==> config.mk <==
export PLATFORM = sky130hd
export DESIGN_NAME = alu_issue_queue
export DESIGN_NICKNAME = d
export VERILOG_FILES = /design/src/rtl/alu_pkg.sv /design/src/rtl/alu_cmd_fifo.sv /design/src/rtl/alu_issue_queue.sv
export SDC_FILE = /design/constraint.sdc
export NUM_CORES = 1
export LEC_CHECK = 0
export CORE_ASPECT_RATIO = 1.5
export CORE_MARGIN = 3
export CORE_UTILIZATION = 56
export CTS_BUF_LIST = sky130_fd_sc_hd__clkbuf_4
export DETAILED_ROUTE_END_ITERATION = 6
export HOLD_SLACK_MARGIN = 0.06
export PLACE_DENSITY = 0.81
export SLEW_MARGIN = 20
export SYNTH_ARGS = -nofsm -noshare
export SYNTH_HDL_FRONTEND = slang
export SYNTH_SLANG_ARGS = --single-unit
==> constraint.sdc <==
create_clock -name clk -period 2.7 [get_ports clk]
set_input_delay 0.81 -clock clk [delete_from_list [all_inputs] [get_ports clk]]
set_output_delay 0.81 -clock clk [all_outputs]
set_load 0.02 [all_outputs]
==> src/rtl/alu_pkg.sv <==
// +----------------------------------------------------------------------------+
// | alu_pkg : shared command/mode types for the ALU issue queue                 |
// | Rev 1.0                                                                    |
// +----------------------------------------------------------------------------+
`default_nettype none

package alu_pkg;

  localparam int ALU_W = 4;

  typedef enum logic [1:0] {
    ADD = 2'b00,
    AND = 2'b01,
    OR  = 2'b10,
    NOT = 2'b11
  } alu_mode_t;

  typedef struct packed {
    alu_mode_t        mode;
    logic [ALU_W-1:0] a;
    logic [ALU_W-1:0] b;
  } alu_cmd_t;

  typedef enum logic [1:0] {
    S_IDLE = 2'b00,
    S_EXEC = 2'b01,
    S_HOLD = 2'b10
  } iq_state_t;

endpackage

`default_nettype wire

==> src/rtl/alu_cmd_fifo.sv <==
// +----------------------------------------------------------------------------+
// | alu_cmd_fifo : synchronous FIFO of ALU commands, flags from registered count|
// | Rev 1.0                                                                    |
// +----------------------------------------------------------------------------+
`default_nettype none

module alu_cmd_fifo
  import alu_pkg::*;
#(
  parameter int DEPTH = 4
) (
  input  logic     clk,
  input  logic     rst_n,
  input  logic     push,
  input  alu_cmd_t push_data,
  input  logic     pop,
  output alu_cmd_t pop_data,
  output logic     full,
  output logic     empty
);

  localparam int PTR_W = (DEPTH > 1) ? $clog2(DEPTH) : 1;
  localparam int CNT_W = PTR_W + 1;

  alu_cmd_t         mem_q [DEPTH];
  alu_cmd_t         mem_d [DEPTH];
  logic [PTR_W-1:0] wr_ptr_q, wr_ptr_d;
  logic [PTR_W-1:0] rd_ptr_q, rd_ptr_d;
  logic [CNT_W-1:0] count_q, count_d;
  logic             push_en, pop_en;

  assign full     = (count_q == CNT_W'(DEPTH));
  assign empty    = (count_q == '0);
  assign pop_data = mem_q[rd_ptr_q];

  // A pop never frees a slot for a same-cycle push when full.
  assign push_en = push & ~full;
  assign pop_en  = pop & ~empty;

  always_comb begin
    mem_d    = mem_q;
    wr_ptr_d = wr_ptr_q;
    rd_ptr_d = rd_ptr_q;
    count_d  = count_q;
    if (push_en) begin
      mem_d[wr_ptr_q] = push_data;
      wr_ptr_d        = wr_ptr_q + PTR_W'(1);
    end
    if (pop_en) begin
      rd_ptr_d = rd_ptr_q + PTR_W'(1);
    end
    case ({push_en, pop_en})
      2'b10:   count_d = count_q + CNT_W'(1);
      2'b01:   count_d = count_q - CNT_W'(1);
      default: count_d = count_q;
    endcase
  end

  always_ff @(posedge clk) begin
    if (!rst_n) begin
      wr_ptr_q <= '0;
      rd_ptr_q <= '0;
      count_q  <= '0;
    end else begin
      wr_ptr_q <= wr_ptr_d;
      rd_ptr_q <= rd_ptr_d;
      count_q  <= count_d;
    end
  end

  always_ff @(posedge clk) begin
    mem_q <= mem_d;
  end

endmodule

`default_nettype wire

==> src/rtl/alu_issue_queue.sv <==
// +----------------------------------------------------------------------------+
// | alu_issue_queue : buffers ALU commands, issues one at a time, tags results  |
// | Rev 1.0                                                                    |
// +----------------------------------------------------------------------------+
`default_nettype none

module alu_issue_queue
  import alu_pkg::*;
#(
  parameter int DEPTH = 4,
  parameter int SEQ_W = 8
) (
  input  logic             clk,
  input  logic             rst_n,
  input  logic             cmd_valid,
  output logic             cmd_ready,
  input  logic [3:0]       cmd_a,
  input  logic [3:0]       cmd_b,
  input  logic [1:0]       cmd_mode,
  output logic [3:0]       alu_a,
  output logic [3:0]       alu_b,
  output logic [1:0]       alu_mode,
  input  logic [3:0]       alu_result,
  output logic             res_valid,
  input  logic             res_ready,
  output logic [3:0]       res_data,
  output logic [SEQ_W-1:0] res_seq,
  output logic             busy
);

  iq_state_t        state_q, state_d;
  logic [3:0]       alu_a_q, alu_a_d;
  logic [3:0]       alu_b_q, alu_b_d;
  alu_mode_t        alu_mode_q, alu_mode_d;
  logic [3:0]       res_data_q, res_data_d;
  logic [SEQ_W-1:0] res_seq_q, res_seq_d;
  logic [SEQ_W-1:0] seq_cnt_q, seq_cnt_d;
  logic             res_valid_q, res_valid_d;

  alu_cmd_t fifo_in, fifo_head;
  logic     fifo_push, fifo_pop, fifo_full, fifo_empty;

  assign fifo_in   = '{mode: alu_mode_t'(cmd_mode), a: cmd_a, b: cmd_b};
  assign cmd_ready = ~fifo_full;
  assign fifo_push = cmd_valid & cmd_ready;

  alu_cmd_fifo #(
    .DEPTH(DEPTH)
  ) u_fifo (
    .clk      (clk),
    .rst_n    (rst_n),
    .push     (fifo_push),
    .push_data(fifo_in),
    .pop      (fifo_pop),
    .pop_data (fifo_head),
    .full     (fifo_full),
    .empty    (fifo_empty)
  );

  always_comb begin
    state_d     = state_q;
    fifo_pop    = 1'b0;
    alu_a_d     = alu_a_q;
    alu_b_d     = alu_b_q;
    alu_mode_d  = alu_mode_q;
    res_data_d  = res_data_q;
    res_seq_d   = res_seq_q;
    seq_cnt_d   = seq_cnt_q;
    res_valid_d = res_valid_q;
    case (state_q)
      S_IDLE: begin
        if (!fifo_empty) begin
          fifo_pop   = 1'b1;
          alu_a_d    = fifo_head.a;
          alu_b_d    = fifo_head.b;
          alu_mode_d = fifo_head.mode;
          state_d    = S_EXEC;
        end
      end
      S_EXEC: begin
        // Operands have been stable at the ALU for this whole cycle.
        res_data_d  = alu_result;
        res_seq_d   = seq_cnt_q;
        seq_cnt_d   = seq_cnt_q + SEQ_W'(1);
        res_valid_d = 1'b1;
        state_d     = S_HOLD;
      end
      S_HOLD: begin
        if (res_ready) begin
          res_valid_d = 1'b0;
          if (!fifo_empty) begin
            fifo_pop   = 1'b1;
            alu_a_d    = fifo_head.a;
            alu_b_d    = fifo_head.b;
            alu_mode_d = fifo_head.mode;
            state_d    = S_EXEC;
          end else begin
            state_d = S_IDLE;
          end
        end
      end
      default: state_d = S_IDLE;
    endcase
  end

  always_ff @(posedge clk) begin
    if (!rst_n) begin
      state_q     <= S_IDLE;
      alu_a_q     <= '0;
      alu_b_q     <= '0;
      alu_mode_q  <= ADD;
      res_data_q  <= '0;
      res_seq_q   <= '0;
      seq_cnt_q   <= '0;
      res_valid_q <= 1'b0;
    end else begin
      state_q     <= state_d;
      alu_a_q     <= alu_a_d;
      alu_b_q     <= alu_b_d;
      alu_mode_q  <= alu_mode_d;
      res_data_q  <= res_data_d;
      res_seq_q   <= res_seq_d;
      seq_cnt_q   <= seq_cnt_d;
      res_valid_q <= res_valid_d;
    end
  end

  assign alu_a     = alu_a_q;
  assign alu_b     = alu_b_q;
  assign alu_mode  = alu_mode_q;
  assign res_data  = res_data_q;
  assign res_seq   = res_seq_q;
  assign res_valid = res_valid_q;
  assign busy      = (state_q != S_IDLE) | ~fifo_empty;

endmodule

`default_nettype wire
==> results of run 1 <==
cells in the mapped netlist, drive strengths merged:
cell,number
buf,8
o2bb2ai,10
or4,4
nor3,3
mux4,10
and2b,1
dfxtp,40
fa,1
xnor2,2
and3,4
nor2b,2
ha,6
nor4b,1
nand3,4
mux2i,2
nand3b,2
inv,5
nor4,1
o21ai,3
nand2b,2
or3,3
o31ai,4
xor2,2
edfxtp,40
a21o,2
nor2,6
clkbuf,6
nand2,42
or3b,1
a21oi,24
power by group through the flow:
stage	logic (mW)	clock network [mW]	registers, mW
final	1.02	0.763	1.66
after global placement	1.00	0	1.68
after detailed placement	1.03	0	1.68
after global routing	1.10	0.855	1.69
after floorplan	0.570	0	1.72
after CTS	1.03	0.786	1.66
flip-flops by register name (all words and copies together), names as in the netlist:
signal           count
u_fifo.rd_ptr_q      2
u_fifo.count_q       3
res_seq              8
u_fifo.wr_ptr_q      2
seq_cnt_q            8
alu_b                4
res_valid            1
state_q              2
alu_a                4
res_data             4
alu_mode             2
u_fifo.mem_q        40
critical path, stage by stage, from the launching register on:
cell                              delay, ns
sky130_fd_sc_hd__dfxtp_1               0.44
sky130_fd_sc_hd__nor3_1                0.08
sky130_fd_sc_hd__buf_4                 0.15
sky130_fd_sc_hd__nand2_1               0.07
sky130_fd_sc_hd__clkdlybuf4s50_1       0.60
metal layers:
layer / track usage, % / part of all wire, % / vias to the layer above
li1: - / - / 982
met1: 20.52 / 41 / 962
met2: 30.43 / 54 / 45
met3: 6.134 / 3.3 / 9
met4: 6.886 / 1.7 / 0
met5: 0 / 0 / -
cells in the final DEF (no fill, tap or decap), drive strengths merged, types with 2 or more instances in the layout:
cell           Yosys  layout
nand3              4       4
nor3               3       3
nand2b             2       2
o31ai              4       4
buf                8      12
clkbuf             6      10
nand3b             2       2
clkdlybuf4s50      0      41
a21o               2       2
nor2b              2       2
bufinv             0       2
xnor2              2       2
o21ai              3       3
a21oi             24      24
xor2               2       2
o2bb2ai           10      10
mux2i              2       2
dfxtp             40      40
clkinv             0       2
and3               4       4
mux4              10      10
or4                4       4
nor2               6       6
edfxtp            40      40
nand2             42      42
ha                 6       6
inv                5       7
or3                3       3
what timing repair did:
item | in CTS | in global routing
resized for setup | 1 | 1
cloned | 0 | 0
setup endpoints to repair | 1 | 1
pin swaps | 0 | 0
per-stage QoR:
stage / setup WS (ns) / cell area [sq um] / hold WS (ns) / setup TNS (ns)
finish: 0.1426 / 3790 / 0.4601 / 0
global route: -0.0002089 / 3790 / 0.4761 / -0.0002089
CTS: 0.08905 / 3789 / 0.4634 / 0
detailed placement: -0.07461 / 3632 / 0.4458 / -0.07461
global placement: -0.04160 / 3632 / 0.4408 / -0.04160
floorplan: 0.1571 / 3105 / 0.4401 / 0
logic make-up (layout without fill, tap and decap cells):
logic type | count (synthesis) | in the layout | share of synthesized area, %
AO/OA/AOI/OAI | 43 | 43 | 8.622
XOR/XNOR | 4 | 4 | 1.128
flip-flops | 80 | 80 | 64.46
adder cells (fa/ha/maj) | 7 | 7 | 3.062
buffers and inverters | 19 | 75 | 2.820
multiplexers | 12 | 12 | 7.897
AND/OR/NAND/NOR | 76 | 76 | 12.01
worst paths after layout:
| check | startpoint | endpoint | slack, ns | cells after the start |
|---|---|---|---|---|
| hold / removal | res_seq[3] | res_seq[3] | 0.46 | 2 |
| setup / recovery | u_fifo.count_q[0] | busy | 0.14 | 4 |
| hold reg to reg | res_seq[3] | res_seq[3] | 0.46 | 2 |
| setup reg to reg | u_fifo.count_q[0] | u_fifo.count_q[2] | 0.58 | 7 |
area by class of cell:
class	count	area, sq um	area share (%)
Clock buffer	10	75.07	1.981
Clock inverter	6	82.58	2.179
Multi-Input combinational cell	142	1016	26.81
Sequential cell	80	2003	52.86
Timing Repair Buffer	54	509.2	13.44
Inverter	5	18.77	0.4952
Tap cell	68	85.08	2.245
==> impl_metrics.tcl, run 1 <==
set metrics [dict create \
    power_frac_seq_pct 48.2 \
    fillCellCount 372 \
    vias_per_cell 5.474 \
    power.leakage_nw 1.329 \
    cellInternalPower_mw 2.378 \
    cts-buffers-inserted 9 \
    violation_count_after_the_first_detailed_route_iteration 115 \
    cts_hold_buf 0 \
    clkTransAtPathRegs_ns 0.12 \
    first_global_vias 1850 \
    ys_types 34 \
    initial_core_util_pct 59.21 \
    critical_path_launch_point_type "register" \
    warnings_synthesis 0 \
    cts_tree "yes" \
    ios 43 \
    cts_num_sinks 80 \
    period_share_pct 94.72 \
    cts_max_level 3 \
    routed_wire_length_per_instance_um 14.82 \
    cts_root_buf "sky130_fd_sc_hd__clkbuf_4" \
    ys_seq_area_share_pct 64.46 \
    min_period_ns 2.557 \
    powerDensity_nw_per_um2 906.7 \
    p_total_mw 3.436 \
    p_switching_mw 1.058 \
    netSwitchingFraction_pct 30.79 \
    clock_tree.buffer_depth 2 \
    synth_largest_area_cell "sky130_fd_sc_hd__edfxtp_1" \
    routed_wl_mm 5.411 \
    final.setup_skew_ns 0.01572 \
    finalSetupViolCount 0 \
    die_w_um 66.80 \
    vias 1998 \
    synth_cells 241 \
    place.port_buffers 42 \
    tightestPinTransition_ns 0.7725 \
    clk_latency_ns 0.40 \
    drive_gt1_share_pct 13.47 \
    grt_antenna_before_repair 0 \
    final_net_count 317 \
    final_non_filler_cell_total 365 \
    cts.repair_timing.setup_buffer_count 0 \
    overflow 0 \
    max_cap_viol_count 0 \
    critical_path_peak_fanout 6 \
    hold_violations 0 \
    vdd.ir_drop.worst_mv 0.5825 \
    clkPwrFrac_pct 22.2 \
    global_route_wire_length_before_repair_mm 8.597 \
    timing_worst_setup_path_type "register to primary output" \
    max_freq_mhz 391.0 \
    dpl.hpwl_mm 3.766 \
    maxSlewViolCount 0 \
    combPwrFrac_pct 29.6 \
    critPathRequiredTime_ns 1.89 \
    route.detailed.drc 0 \
    run_status "completed" \
    synth_area_leaders "sky130_fd_sc_hd__edfxtp_1, sky130_fd_sc_hd__dfxtp_1, sky130_fd_sc_hd__mux4_2" \
    gp_congestion 0.7505 \
    netlist.area_leader.share_pct 38.68 \
    fp.dieH_um 97.21 \
    postSynthNetCount 266 \
    dp_cell_count 349 \
    core_area_sq_um 5245 \
    final_core_occ_pct 72.26 \
    timing.critical_path.to_type "primary output" \
    grt_start_max_net_pins 29 \
    globalRouteTotalUtil_pct 18.02 \
    worstHoldPathType "register to register" \
    syn-mean-instance-area_sq_um 12.89 \
    mapped_area_sq_um 3105 \
    max-slew-margin-rel_pct 48.43 \
    cp.arrival_ns 1.75 \
    antenna-diode-count 0 \
    synth.ff_latch_count 80 \
    drt_first_pass_iters 4 \
    syn2layout_area_growth_pct 22.04 \
    floorplan.die_area_sq_um 6493 \
    placement_rows 32 \
    detail-route-antenna-nets 0 \
]
(Power assumes the default switching activity.)
==> run 2: changes to the inputs <==
SLEW_MARGIN = unset   (was 20)
==> results of run 2 <==
No change in the layout: final DEF, timing and power equal those of run 1.
